### src/rtl/reset_seq_pkg.sv
// Shared definitions for the staggered power-on reset sequencer: FSM state
// encoding and a constant-evaluable clog2 used for parameter sanity checks.
package reset_seq_pkg;

    typedef enum logic [1:0] {
        ST_WAIT    = 2'd0,
        ST_ASSERT  = 2'd1,
        ST_RELEASE = 2'd2,
        ST_DONE    = 2'd3
    } seq_state_e;

    // Number of bits needed to index 'value' distinct items (clog2(1) = 0).
    function automatic int clog2(input longint unsigned value);
        longint unsigned v;
        int              r;
        v = (value > 0) ? value - 1 : 0;
        r = 0;
        while (v > 0) begin
            v = v >> 1;
            r = r + 1;
        end
        return r;
    endfunction

endpackage

### src/rtl/rst_seq_timer.sv
// Saturating up-counter for the reset sequencer, with synchronous clear,
// count enable and a registered-count ">= limit" flag.
module rst_seq_timer
#(
    parameter int CNT_W = 32
)
(
    input  logic             clk,
    input  logic             rst_n,
    input  logic             clear,
    input  logic             enable,
    input  logic [CNT_W-1:0] limit,
    output logic [CNT_W-1:0] count,
    output logic             at_limit
);
    import reset_seq_pkg::*;

    logic [CNT_W-1:0] count_q;
    logic [CNT_W-1:0] count_d;

    // Clear wins over enable; the count sticks at all-ones rather than wrapping.
    always_comb begin
        count_d = count_q;
        if (clear) begin
            count_d = '0;
        end else if (enable && (count_q != '1)) begin
            count_d = count_q + CNT_W'(1);
        end
    end

    always_ff @(posedge clk) begin
        if (!rst_n) begin
            count_q <= '0;
        end else begin
            count_q <= count_d;
        end
    end

    assign count    = count_q;
    assign at_limit = (count_q >= limit);

endmodule

### src/rtl/reset_sequencer.sv
// Power-on reset generator with NUM_CH active-low channels released one by one.
// Optional re-run input 'trigger' is compiled in with RST_SEQ_TRIGGER_EN.
module reset_sequencer
#(
    parameter int INITIAL_US_DELAY = 1000000,
    parameter int CLOCK_SPEED_HZ   = 50000000,
    parameter int PULSE_LENGTH     = 100,
    parameter int NUM_CH           = 4,
    parameter int STAGGER_CYCLES   = 16,
    parameter int CNT_W            = 32
)
(
    input  logic              clk,
    input  logic              rst_n,
`ifdef RST_SEQ_TRIGGER_EN
    input  logic              trigger,
`endif
    output logic [NUM_CH-1:0] ch_rst_n,
    output logic              busy,
    output logic              done
);
    import reset_seq_pkg::*;

    localparam longint unsigned INIT_CYCLES_L =
        longint'(CLOCK_SPEED_HZ / 1000000) * longint'(INITIAL_US_DELAY);
    localparam longint unsigned LAST_REL_L =
        longint'(PULSE_LENGTH) + longint'(NUM_CH - 1) * longint'(STAGGER_CYCLES);

    localparam logic [CNT_W-1:0] INIT_CYCLES = CNT_W'(INIT_CYCLES_L);
    localparam logic [CNT_W-1:0] LAST_REL_M1 = CNT_W'(LAST_REL_L - 64'd1);

    if (PULSE_LENGTH < 1) begin : g_bad_pulse
        $error("reset_sequencer: PULSE_LENGTH must be >= 1");
    end
    if ((NUM_CH < 1) || (NUM_CH > 32)) begin : g_bad_num_ch
        $error("reset_sequencer: NUM_CH must be in 1..32");
    end
    if ((clog2(INIT_CYCLES_L + 64'd1) > CNT_W) || (clog2(LAST_REL_L + 64'd1) > CNT_W)) begin : g_bad_cnt_w
        $error("reset_sequencer: CNT_W too narrow for the configured delays");
    end

    seq_state_e        state_q;
    seq_state_e        state_d;
    logic [NUM_CH-1:0] ch_rst_n_q;
    logic [NUM_CH-1:0] ch_rst_n_d;
    logic              busy_q;
    logic              busy_d;
    logic              done_q;
    logic              done_d;

    logic              trig_req;
    logic              tmr_clear;
    logic              tmr_enable;
    logic [CNT_W-1:0]  tmr_limit;
    logic [CNT_W-1:0]  tmr_count;
    logic              tmr_at_limit;
    logic [NUM_CH-1:0] rel_hit;

`ifdef RST_SEQ_TRIGGER_EN
    assign trig_req = trigger;
`else
    assign trig_req = 1'b0;
`endif

    rst_seq_timer #(
        .CNT_W (CNT_W)
    ) u_timer (
        .clk      (clk),
        .rst_n    (rst_n),
        .clear    (tmr_clear),
        .enable   (tmr_enable),
        .limit    (tmr_limit),
        .count    (tmr_count),
        .at_limit (tmr_at_limit)
    );

    // The timer is cleared on entry to ASSERT, so at the m-th edge after entry
    // it reads m-1; channel i releases when m = PULSE_LENGTH + i*STAGGER_CYCLES.
    for (genvar gi = 0; gi < NUM_CH; gi++) begin : g_rel
        localparam logic [CNT_W-1:0] REL_M1 = CNT_W'(
            longint'(PULSE_LENGTH) - 64'sd1 + longint'(gi) * longint'(STAGGER_CYCLES));
        assign rel_hit[gi] = (tmr_count >= REL_M1);
    end

    always_comb begin
        state_d    = state_q;
        ch_rst_n_d = ch_rst_n_q;
        busy_d     = busy_q;
        done_d     = done_q;
        tmr_clear  = 1'b0;
        tmr_enable = 1'b0;
        tmr_limit  = (state_q == ST_WAIT) ? INIT_CYCLES : LAST_REL_M1;

        case (state_q)
            ST_WAIT: begin
                tmr_enable = 1'b1;
                if (tmr_at_limit) begin
                    state_d    = ST_ASSERT;
                    ch_rst_n_d = '0;
                    tmr_clear  = 1'b1;
                end
            end

            ST_ASSERT, ST_RELEASE: begin
                tmr_enable = 1'b1;
                ch_rst_n_d = ch_rst_n_q | rel_hit;
                if (tmr_at_limit) begin
                    state_d = ST_DONE;
                    busy_d  = 1'b0;
                    done_d  = 1'b1;
                end else if (rel_hit[0]) begin
                    state_d = ST_RELEASE;
                end
            end

            ST_DONE: begin
                // Re-run skips the initial delay and goes straight to assertion.
                if (trig_req) begin
                    state_d    = ST_ASSERT;
                    ch_rst_n_d = '0;
                    busy_d     = 1'b1;
                    done_d     = 1'b0;
                    tmr_clear  = 1'b1;
                end
            end

            default: begin
                state_d = ST_WAIT;
            end
        endcase
    end

    always_ff @(posedge clk) begin
        if (!rst_n) begin
            state_q    <= ST_WAIT;
            ch_rst_n_q <= '1;
            busy_q     <= 1'b1;
            done_q     <= 1'b0;
        end else begin
            state_q    <= state_d;
            ch_rst_n_q <= ch_rst_n_d;
            busy_q     <= busy_d;
            done_q     <= done_d;
        end
    end

    assign ch_rst_n = ch_rst_n_q;
    assign busy     = busy_q;
    assign done     = done_q;

endmodule

### config.mk
export PLATFORM = sky130hd
export DESIGN_NAME = reset_sequencer
export DESIGN_NICKNAME = d
export VERILOG_FILES = /design/src/rtl/reset_seq_pkg.sv /design/src/rtl/rst_seq_timer.sv /design/src/rtl/reset_sequencer.sv
export SDC_FILE = /design/constraint.sdc
export NUM_CORES = 1
export LEC_CHECK = 0
export CELL_PAD_IN_SITES_DETAIL_PLACEMENT = 1
export CELL_PAD_IN_SITES_GLOBAL_PLACEMENT = 1
export CORE_ASPECT_RATIO = 1.2
export CORE_MARGIN = 2
export CORE_UTILIZATION = 47
export DETAILED_ROUTE_END_ITERATION = 6
export PLACE_DENSITY = 0.8
export SYNTH_ARGS = -nofsm -noshare
export SYNTH_HDL_FRONTEND = slang
export SYNTH_HIERARCHICAL = 1
export SYNTH_SLANG_ARGS = --single-unit
### constraint.sdc
create_clock -name clk -period 4.5 [get_ports clk]
set_clock_uncertainty 0.15 [all_clocks]
set_input_delay 0.9 -clock clk [delete_from_list [all_inputs] [get_ports clk]]
set_output_delay 0.9 -clock clk [all_outputs]
set_load 0.02 [all_outputs]
==> run summary <==
final setup fails -> 0
Clock transition at path regs -> 80 ps
Least-Margin Pin Slew -> 889 ps
combinational family with the most area after synthesis -> simple AND/OR/NAND/NOR gates
TritonCTS clock tree -> yes
vias per cell -> 6.10
reg-to-reg startpoint -> state_q[0]
R2R setup slack -> 430 ps
Startpoint Class -> flip-flop
fin crit period -> 4070 ps
FF+latch count, synth -> 40
Seq/Total Area, Yosys -> 27.4%
Routed WL -> 8310 um
Syn-to-layout area delta -> 11.1%
post-CTS setup buffer count -> 0
antenna violations before repair -> 0
die height -> 90.3 um
Iteration-0 DRC Markers -> 104
total CTS buffers -> 5
Fin Setup TNS -> 0 ps
ant diodes -> 0
Final #Nets -> 430
CTS Sinks -> 40
via count -> 2905
status -> completed
H-Tree Depth -> 2
leakage -> 1.32 nW
Hold Crit Depth -> 2
DRT Pass-1 Iters -> 4
Mean Syn Cell Area -> 7.95 sq um
ys flop type -> dfxtp_1
worst reg-to-reg path cell count -> 14
post-synthesis adder-cell area fraction -> 15.0%
post-synthesis mux area share -> 0.343%
number of global-route vias before repair -> 2969
Slew Limit Fails -> 0
Starting Density -> 48.5%
HP Class -> flip-flop to flip-flop
overall global routing resource usage -> 25.1%
synthesized area -> 2920 sq um
Root Buffer -> clkbuf_8
final core occ -> 53.9%
maxcap violations -> 0
largest net degree at the start of global routing -> 19
synth warn -> 6
DP HPWL -> 6330 um
GPL Wtd Cong -> 0.843
Power Density -> 305 nW/um^2
RR Endpoint -> u_timer/count[25]
slew margin rel. -> 40.3%
Synth Area in Compound Gates -> 22.6%
Worst-Skew Late Latency -> 300 ps
DIE AREA -> 6860 sq um
Gate Count Post-Synth -> 367
number of synthesized flops with an enable pin -> 0
Yosys cell types -> 50
crit path to -> u_timer/count[25]
CP arrival -> 4160 ps
worst vdd ir -> 0.238 mV
setup ws final -> 428 ps
buffer depth of the longest clock path -> 2
kind of critical path -> flip-flop to flip-flop
hold buffers post-CTS -> 0
wire per inst -> 17.5 um
Antenna Nets Post-Route -> 0
Worst Setup SP -> state_q[0]
Synth Area in XOR/XNOR -> 1.20%
critical path capture point type -> flip-flop
ys async rst share -> 0%
Peak Freq -> 0.246 GHz
Core Region -> 6010 sq um
Ports -> 8
unrepaired setup endpoints after global routing -> no
Placement Setup Slack -> 259 ps
Critical Path Fanout Max -> 14
Fin. Hold Viols -> 0
GRT overflow -> 0
# rows -> 31
DRC viols -> 0
die width -> 75.9 um
IO Port Bufs -> 7
share of cells above drive strength 1 -> 6.35%
CP Data Required Time -> 4590 ps
Tcrit/Tclk final -> 90.5%
Synth Area in Simple Gates -> 26.3%
first-pass GRT wire length -> 14200 um
==> worst max-delay path, stage by stage, from the launching register on <==
cell and delay (ps):
dfxtp_1 330, inv_1 100, ha_2 370, inv_1 80, ha_1 320, a21oi_1 140
o21ai_0 110, a221o_1 360, a2111oi_0 610, o21ai_0 290, inv_2 160, nor2_1 60
nand2b_1 290, or4_1 560, nand2_1 70
==> cells in the mapped netlist, types with 2 or more instances <==
| master | n | area [sq um] |
|---|---|---|
| a2111oi_0 | 2 | 17.5 |
| a211o_1 | 3 | 26.3 |
| a211oi_1 | 4 | 30.0 |
| a21o_1 | 5 | 37.5 |
| a21oi_1 | 39 | 195 |
| a31oi_1 | 3 | 18.8 |
| a32oi_1 | 2 | 17.5 |
| a41o_1 | 2 | 20.0 |
| and2_1 | 2 | 12.5 |
| and3_1 | 5 | 31.3 |
| and4_1 | 7 | 61.3 |
| buf_2 | 3 | 15.0 |
| clkbuf_1 | 4 | 15.0 |
| conb_1 | 2 | 7.51 |
| dfxtp_1 | 40 | 801 |
| ha_1 | 35 | 438 |
| inv_1 | 41 | 154 |
| inv_2 | 2 | 7.51 |
| nand2_1 | 26 | 97.6 |
| nand2b_1 | 3 | 18.8 |
| nand3_1 | 15 | 75.1 |
| nand4_1 | 15 | 93.8 |
| nor2_1 | 13 | 48.8 |
| nor2b_1 | 2 | 12.5 |
| nor3_1 | 6 | 30.0 |
| nor4_1 | 10 | 62.6 |
| o211ai_1 | 3 | 22.5 |
| o21ai_0 | 19 | 95.1 |
| o31ai_1 | 7 | 52.6 |
| o41ai_1 | 3 | 26.3 |
| or3_1 | 14 | 87.6 |
| or4_1 | 9 | 67.6 |
| xor2_1 | 4 | 35.0 |
==> layout make-up <==
type                            count  area (sq um)
Clock buffer                        6          82.6
Clock inverter                      2          15.0
Fill cell                         773          2770
Inverter                           43           161
Multi-Input combinational cell    292          1980
Sequential cell                    40           801
Tap cell                           82           103
Timing Repair Buffer               11           100
==> power by group <==
group	switching, mW	leakage (nW)	internal [mW]
Sequential	0.0221	0.325	0.380
Clock	0.140	0.0434	0.124
Combinational	0.190	0.947	0.134
Total	0.352	1.32	0.638
==> cell families (layout without fill, tap and decap cells) <==
logic type / count (synthesis) / in the layout
other cells: 2 / 18
mux: 1 / 1
compound gates: 101 / 101
xor+xnor: 4 / 4
simple gates: 133 / 133
flops: 40 / 40
buf+inv: 51 / 62
fa+ha+maj: 35 / 35
==> per-layer routing <==
layer	vias to the layer above	track usage (%)	wire length, um
li1	1406	-	-
met1	1437	28.1	3500
met2	46	48.7	4460
met3	16	3.30	196
met4	0	7.27	144
met5	-	0	0
==> timing repair <==
action	in CTS	in global routing
hold endpoints to repair	0	0
gates resized for setup	0	1
endpoints found under the setup margin	0	3
==> registers in the layout, summed over array words and instances, names as in the netlist <==
name           flops
ch_rst_n           4
busy               1
u_timer/count     32
done               1
state_q            2
==> worst min path at each step <==
stage | from | slack, ps | end
floorplan | u_timer/count[16] | 320 | u_timer/count[16]
global placement | done | 310 | done
detailed placement | done | 310 | done
CTS | done | 330 | done
global route | done | 350 | done
finish | done | 320 | done
==> through the flow <==
stage               hold WS [ps]  std cells  area, sq um  total power, mW
floorplan                    322        383         2980            0.626
global placement             306        468         3140            0.710
detailed placement           310        468         3140            0.726
CTS                          330        476         3240            0.998
global route                 352        476         3240             1.05
finish                       324        476         3240            0.990
==> placed cells by master (no fill, tap or decap), drive strengths merged, types with 2 or more instances in the layout <==
cell / count
a2111oi: 2
and3: 5
buf: 4
clkinvlp: 2
nand2: 26
and2: 2
a21o: 5
a32oi: 2
nor3: 7
inv: 43
ha: 35
conb: 18
nor4: 11
clkbuf: 6
a211oi: 6
a21oi: 39
nor2: 14
clkdlybuf4s50: 7
nor2b: 2
a211o: 3
o31ai: 7
nand3: 16
xor2: 4
o41ai: 3
o211ai: 4
or4: 9
a31oi: 3
a41o: 2
nand4: 15
dfxtp: 40
o21ai: 20
nand2b: 3
and4: 7
or3: 14
No activity file was read; power rests on OpenSTA's default activity.
